File: src/rtl/idct_pkg.sv
// Shared constants, state encoding and {hi,lo} address packing for the 8x8 IDCT sequencer.
package idct_pkg;
  localparam int IDCT_N = 8;
  localparam int IDX_W  = 3;
  localparam int ADDR_W = 6;

  typedef enum logic [3:0] {
    ST_IDLE,
    ST_LOAD,
    ST_ROW_ISSUE,
    ST_ROW_WAIT,
    ST_ROW_WB,
    ST_COL_ISSUE,
    ST_COL_WAIT,
    ST_COL_OUT,
    ST_DONE
  } state_t;

  function automatic logic [ADDR_W-1:0] pack_addr(input logic [IDX_W-1:0] hi,
                                                   input logic [IDX_W-1:0] lo);
    return {hi, lo};
  endfunction
endpackage

File: src/rtl/idct_loop_counter.sv
// Nested term/output/block counters (k, j, i), each 3 bits and wrapping 7->0.
// step_ji advances j and carries into i when j wraps; pass_wrap flags the last dot product.
module idct_loop_counter
  import idct_pkg::*;
(
  input  logic             clk,
  input  logic             rst,
  input  logic             step_k,
  input  logic             step_ji,
  output logic [IDX_W-1:0] k_cnt,
  output logic [IDX_W-1:0] j_cnt,
  output logic [IDX_W-1:0] i_cnt,
  output logic             k_wrap,
  output logic             pass_wrap
);
  localparam logic [IDX_W-1:0] LAST_IDX = IDX_W'(IDCT_N - 1);

  logic [IDX_W-1:0] k_q, k_d;
  logic [IDX_W-1:0] j_q, j_d;
  logic [IDX_W-1:0] i_q, i_d;

  always_comb begin
    k_d = k_q;
    j_d = j_q;
    i_d = i_q;
    if (step_k) begin
      k_d = k_q + 1'b1;
    end
    if (step_ji) begin
      j_d = j_q + 1'b1;
      if (j_q == LAST_IDX) begin
        i_d = i_q + 1'b1;
      end
    end
  end

  always_ff @(posedge clk) begin
    if (rst) begin
      k_q <= '0;
      j_q <= '0;
      i_q <= '0;
    end else begin
      k_q <= k_d;
      j_q <= j_d;
      i_q <= i_d;
    end
  end

  assign k_cnt     = k_q;
  assign j_cnt     = j_q;
  assign i_cnt     = i_q;
  assign k_wrap    = (k_q == LAST_IDX);
  assign pass_wrap = (j_q == LAST_IDX) && (i_q == LAST_IDX);
endmodule

File: src/rtl/idct_sequencer.sv
// Control sequencer for the shared IDCT MAC: load 64 coefs, row pass into transpose buffer, column pass out.
// Pixels leave on a valid/ready handshake that stalls the column pass; IDCT_CYCLE_CNT_EN adds cycle_count.
module idct_sequencer
  import idct_pkg::*;
#(
  parameter int RD_LAT  = 1,
  parameter int MAC_LAT = 1
) (
  input  logic              clk,
  input  logic              rst,
  input  logic              start,
  output logic              busy,
  output logic              done,
  input  logic              in_valid,
  output logic              in_ready,
  output logic              cbuf_we,
  output logic [ADDR_W-1:0] cbuf_waddr,
  output logic [ADDR_W-1:0] cbuf_raddr,
  output logic              tbuf_we,
  output logic [ADDR_W-1:0] tbuf_waddr,
  output logic [ADDR_W-1:0] tbuf_raddr,
  output logic              src_sel,
  output logic [IDX_W-1:0]  wt_row,
  output logic [IDX_W-1:0]  wt_col,
  output logic              mac_en,
  output logic              mac_clr,
  output logic              mac_last,
  output logic              out_valid,
  input  logic              out_ready,
  output logic [ADDR_W-1:0] out_addr
`ifdef IDCT_CYCLE_CNT_EN
  ,
  output logic [15:0]       cycle_count
`endif
);
  localparam int                WAIT_CYC  = RD_LAT + MAC_LAT;
  localparam logic [2:0]        WAIT_LAST = 3'(WAIT_CYC - 1);
  localparam logic [ADDR_W-1:0] LOAD_LAST = ADDR_W'(IDCT_N * IDCT_N - 1);

  state_t            state_q, state_d;
  logic [ADDR_W-1:0] waddr_q, waddr_d;
  logic [2:0]        wait_q, wait_d;
  logic [2:0]        strb_q [RD_LAT];

  logic             step_k, step_ji, k_wrap, pass_wrap, wait_done;
  logic [IDX_W-1:0] k_cnt, j_cnt, i_cnt;
  logic [2:0]       iss_strb;

  idct_loop_counter u_cnt (
    .clk      (clk),
    .rst      (rst),
    .step_k   (step_k),
    .step_ji  (step_ji),
    .k_cnt    (k_cnt),
    .j_cnt    (j_cnt),
    .i_cnt    (i_cnt),
    .k_wrap   (k_wrap),
    .pass_wrap(pass_wrap)
  );

  assign wait_done = (wait_q == WAIT_LAST);

  always_ff @(posedge clk) begin
    if (rst) begin
      state_q <= ST_IDLE;
    end else begin
      state_q <= state_d;
    end
  end

  always_comb begin
    state_d = state_q;
    case (state_q)
      ST_IDLE:      if (start) state_d = ST_LOAD;
      ST_LOAD:      if (in_valid && (waddr_q == LOAD_LAST)) state_d = ST_ROW_ISSUE;
      ST_ROW_ISSUE: if (k_wrap) state_d = ST_ROW_WAIT;
      ST_ROW_WAIT:  if (wait_done) state_d = ST_ROW_WB;
      ST_ROW_WB:    state_d = pass_wrap ? ST_COL_ISSUE : ST_ROW_ISSUE;
      ST_COL_ISSUE: if (k_wrap) state_d = ST_COL_WAIT;
      ST_COL_WAIT:  if (wait_done) state_d = ST_COL_OUT;
      ST_COL_OUT:   if (out_ready) state_d = pass_wrap ? ST_DONE : ST_COL_ISSUE;
      ST_DONE:      state_d = ST_IDLE;
      default:      state_d = ST_IDLE;
    endcase
  end

  always_comb begin
    busy       = (state_q != ST_IDLE);
    done       = 1'b0;
    in_ready   = 1'b0;
    cbuf_raddr = '0;
    tbuf_we    = 1'b0;
    tbuf_waddr = '0;
    tbuf_raddr = '0;
    src_sel    = 1'b0;
    wt_row     = '0;
    wt_col     = '0;
    out_valid  = 1'b0;
    out_addr   = '0;
    step_k     = 1'b0;
    step_ji    = 1'b0;
    iss_strb   = 3'b000;
    case (state_q)
      ST_LOAD: in_ready = 1'b1;
      ST_ROW_ISSUE: begin
        cbuf_raddr = pack_addr(i_cnt, k_cnt);
        wt_row     = j_cnt;
        wt_col     = k_cnt;
        step_k     = 1'b1;
        iss_strb   = {1'b1, (k_cnt == '0), k_wrap};
      end
      ST_ROW_WB: begin
        // Stored at {j,i} so the column pass can read it back as {i,k}.
        tbuf_we    = 1'b1;
        tbuf_waddr = pack_addr(j_cnt, i_cnt);
        step_ji    = 1'b1;
      end
      ST_COL_ISSUE: begin
        src_sel    = 1'b1;
        tbuf_raddr = pack_addr(i_cnt, k_cnt);
        wt_row     = j_cnt;
        wt_col     = k_cnt;
        step_k     = 1'b1;
        iss_strb   = {1'b1, (k_cnt == '0), k_wrap};
      end
      ST_COL_WAIT: src_sel = 1'b1;
      ST_COL_OUT: begin
        src_sel   = 1'b1;
        out_valid = 1'b1;
        out_addr  = pack_addr(j_cnt, i_cnt);
        step_ji   = out_ready;
      end
      ST_DONE: done = 1'b1;
      default: ;
    endcase
  end

  assign cbuf_we    = in_ready & in_valid;
  assign cbuf_waddr = waddr_q;

  always_comb begin
    waddr_d = cbuf_we ? waddr_q + 1'b1 : waddr_q;
    wait_d  = '0;
    if (((state_q == ST_ROW_WAIT) || (state_q == ST_COL_WAIT)) && !wait_done) begin
      wait_d = wait_q + 1'b1;
    end
  end

  always_ff @(posedge clk) begin
    if (rst) begin
      waddr_q <= '0;
      wait_q  <= '0;
    end else begin
      waddr_q <= waddr_d;
      wait_q  <= wait_d;
    end
  end

  // MAC strobes line up with the RAM data, which arrives RD_LAT cycles after the address.
  always_ff @(posedge clk) begin
    if (rst) begin
      for (int s = 0; s < RD_LAT; s++) strb_q[s] <= '0;
    end else begin
      strb_q[0] <= iss_strb;
      for (int s = 1; s < RD_LAT; s++) strb_q[s] <= strb_q[s-1];
    end
  end

  assign {mac_en, mac_clr, mac_last} = strb_q[RD_LAT-1];

`ifdef IDCT_CYCLE_CNT_EN
  logic [15:0] cyc_q, cyc_d;

  always_comb begin
    cyc_d = cyc_q;
    if ((state_q == ST_IDLE) && start) begin
      cyc_d = '0;
    end else if ((state_q != ST_IDLE) && (state_q != ST_DONE) && (cyc_q != 16'hFFFF)) begin
      cyc_d = cyc_q + 1'b1;
    end
  end

  always_ff @(posedge clk) begin
    if (rst) begin
      cyc_q <= '0;
    end else begin
      cyc_q <= cyc_d;
    end
  end

  assign cycle_count = cyc_q;
`endif
endmodule

File: config.mk
export PLATFORM = sky130hd
export DESIGN_NAME = idct_sequencer
export DESIGN_NICKNAME = d
export VERILOG_FILES = /design/src/rtl/idct_pkg.sv /design/src/rtl/idct_loop_counter.sv /design/src/rtl/idct_sequencer.sv
export SDC_FILE = /design/constraint.sdc
export NUM_CORES = 1
export LEC_CHECK = 0
export CORE_MARGIN = 2
export CORE_UTILIZATION = 45
export CTS_CLUSTER_DIAMETER = 40
export DETAILED_ROUTE_END_ITERATION = 10
export PLACE_DENSITY = 0.8
export SYNTH_ARGS = -nofsm -noshare
export SYNTH_HDL_FRONTEND = slang
export SYNTH_HIERARCHICAL = 1
export SYNTH_SLANG_ARGS = --single-unit
export TNS_END_PERCENT = 5
File: constraint.sdc
create_clock -name clk -period 2.31 [get_ports clk]
set_input_delay 0.3465 -clock clk [delete_from_list [all_inputs] [get_ports clk]]
set_output_delay 0.3465 -clock clk [all_outputs]
set_load 0.03 [all_outputs]
==> run metrics <==
total power=1.198 mW; via count=1313; top-count cell post-synth=and2_1; Crit path largest cell delay=0.69 ns; pin count of the biggest net entering global routing=20; Synth top area share=34.16%; status=complete, no violations; Seq cells post-synth=25; Slew Viols, Final=0; CP cell instances=buf_4 > nor2_1 > nor2_1 > clkdlybuf4s50_1; Worst Hold Class=reg2reg; Slew HR=52.63%; number of library cell types mapped by synthesis=37; Synth async-reset ratio=0%; Largest delay share family, worst path=buffers and inverters; arrival time at the worst endpoint=1.82 ns; warnings from Yosys=6; total track usage=19.97%; DIE AREA=3728 um2; DIE HEIGHT=61.06 um; ys flop type=dfxtp_1; Final min period=2.171 ns; Max rail drop VDD=0.5298 mV; cts hold-fix bufs=0; Post-synth EDFFs=0; Commonest cells post-synth=31 x and2_1, 25 x dfxtp_1, 25 x nor2_1, 9 x ha_1, 9 x nand2_1; post-route design area=2001 um2; syn nets=181; worst hold start=wait_q[0]; CTS tree=yes; ANT nets after route=0; worst setup path category=reg2out; total CTS buffers=3; Routed wire per std cell=13.20 um; worst setup margin=0.1387 ns; power density over the cells=598.7 nW/um2; post-synth top area cell=dfxtp_1; RSZ-0062 raised after global routing=false; post-DP HPWL=2646 um; gr ovfl total=0; vias per cell=4.973; root buf cell=clkbuf_4; Fmax=460.6 MHz; GPL Wtd Cong=0.8167; CP Buf/Inv Count=2; Setup-failing EPs final=0; worst path required time=1.96 ns; max cap viols=0; number of port buffers=50; Tcrit/Tclk final=94.00%; Clock Path Buffers=2; Syn Area/Cell=8.773 um2; IO Count=51; Area contributors post-synth=dfxtp_1 34%, and2_1 13%, ha_1 7.7%; Cell Area, Synth=1465 um2; Cells after Synth=167; Critical path origin=state_q[0]; CP endpoint kind=primary output; fin nets=235; Leak Pwr=0.9825 nW; Worst Setup Start Kind=flop; pre-CTS WS=0.2031 ns; reg2reg start=state_q[3]; residual DRC count=0; first-pass GRT wire length=5623 um; Core Box Area=3078 um2; vias in the first global route=1261; share of cells above drive strength 1=23.18%; CTS Sinks=25; # rows=20; htree depth=1; Worst-Margin Slew=0.7083 ns; Initial DRC Count=23; Crit-path slowest cell=clkdlybuf4s50_1; Antenna diodes=0; Starting Density=47.60%; clk_skew=0.001630 ns; final hold vios=0; top fanout value on the critical path=10; die width=61.06 um; final WL=3484 um; post-synthesis sequential area ratio=34.16%; clock-pin slew on the worst setup and hold paths=0.14 ns; dpl cell area=1961 um2; clk_lat worst skew=0.33 ns; most frequent CP cell=nor2_1; area added between synthesis and finish=36.55%; initial antenna violation count=0; total iterations of the first detailed-routing run=4; Final TNS setup=0 ns
-- worst reg2reg max path, stage by stage (launching register included) --
cell	delay [ns]
dfxtp_4	0.41
nand2b_1	0.23
nor2_1	0.21
buf_4	0.18
a21o_1	0.32
nand2_2	0.09
mux2_4	0.31
-- placed cells by master (no fill, tap or decap), drive strengths merged, types with 2 or more instances in the layout --
master / count
nand2b: 3
a21bo: 3
ha: 9
dfxtp: 25
inv: 2
clkbuf: 3
dlygate4sd2: 6
xnor2: 4
and2: 31
nand4: 3
nand2: 10
nand4b: 2
xor2: 4
nor2: 25
nor3: 3
o21ai: 3
nor4b: 4
or2: 3
mux2i: 6
buf: 31
nand3: 2
clkdlybuf4s50: 16
a21o: 2
dlymetal6s2s: 4
a21oi: 5
nor4: 2
-- cell families (layout without fill, tap and decap cells) --
logic type                 after synthesis  in the layout  synth area share [%]
xor gates and xnor gates                 8              8                 4.782
adders and majority gates                9              9                 7.686
buffers and inverters                   10             63                 4.440
AOI/OAI and AO/OA                       15             15                 7.087
muxes                                    7              7                 5.124
and+or+nand+nor                         93             93                 36.72
DFF                                     25             25                 34.16
-- report_power, final --
part	total [mW]	switching [mW]	leakage, nW	internal, mW
clock	0.201	0.136	0.0177	0.0651
combinational	0.466	0.255	0.761	0.211
sequential	0.531	0.0633	0.204	0.467
total	1.20	0.455	0.983	0.743
-- through the flow --
step / cells / utilization, % / hold WS (ns)
final: 264 / 65.00 / 0.4708
after global routing: 264 / 65.00 / 0.5166
after CTS: 264 / 64.51 / 0.4775
after detailed placement: 260 / 63.70 / 0.4472
after global placement: 260 / 63.70 / 0.4287
after floorplan: 167 / - / 0.4215
-- per-layer routing --
| metal | part of all wire [%] | wire length [um] | GRT usage (%) | up-vias |
|---|---|---|---|---|
| li1 | - | - | - | 668 |
| met1 | 47 | 1642 | 25.78 | 609 |
| met2 | 48 | 1658 | 33.28 | 32 |
| met3 | 4.0 | 141 | 3.782 | 4 |
| met4 | 1.2 | 42 | 7.143 | 0 |
| met5 | 0 | 0 | 0 | - |
-- path summary, 6_finish.rpt --
path	to	slack [ns]	cells past startpoint
worst max register to register	u_cnt/i_cnt[0]	0.46	6
worst min-delay path	wait_q[0]	0.47	1
worst min register to register	wait_q[0]	0.47	1
worst max-delay path	src_sel	0.14	4
-- registers in the layout, summed over array words and instances (netlist names) --
register / cells
strb_q: 3
cbuf_waddr: 6
u_cnt/j_cnt: 3
u_cnt/k_cnt: 3
wait_q: 3
u_cnt/i_cnt: 3
state_q: 4
-- what timing repair did --
action	CTS	global route
resized for setup	10	7
pin swaps	0	0
setup endpoints to repair	17	8
buffers inserted	0	0
-- final cells by class --
class	instances	area, um2
Clock buffer	3	22.52
Clock inverter	1	5.005
Fill cell	268	1077
Inverter	2	7.507
Multi-Input combinational cell	132	904.6
Sequential cell	25	510.5
Tap cell	44	55.05
Timing Repair Buffer	57	495.5
(Power assumes the default switching activity.)
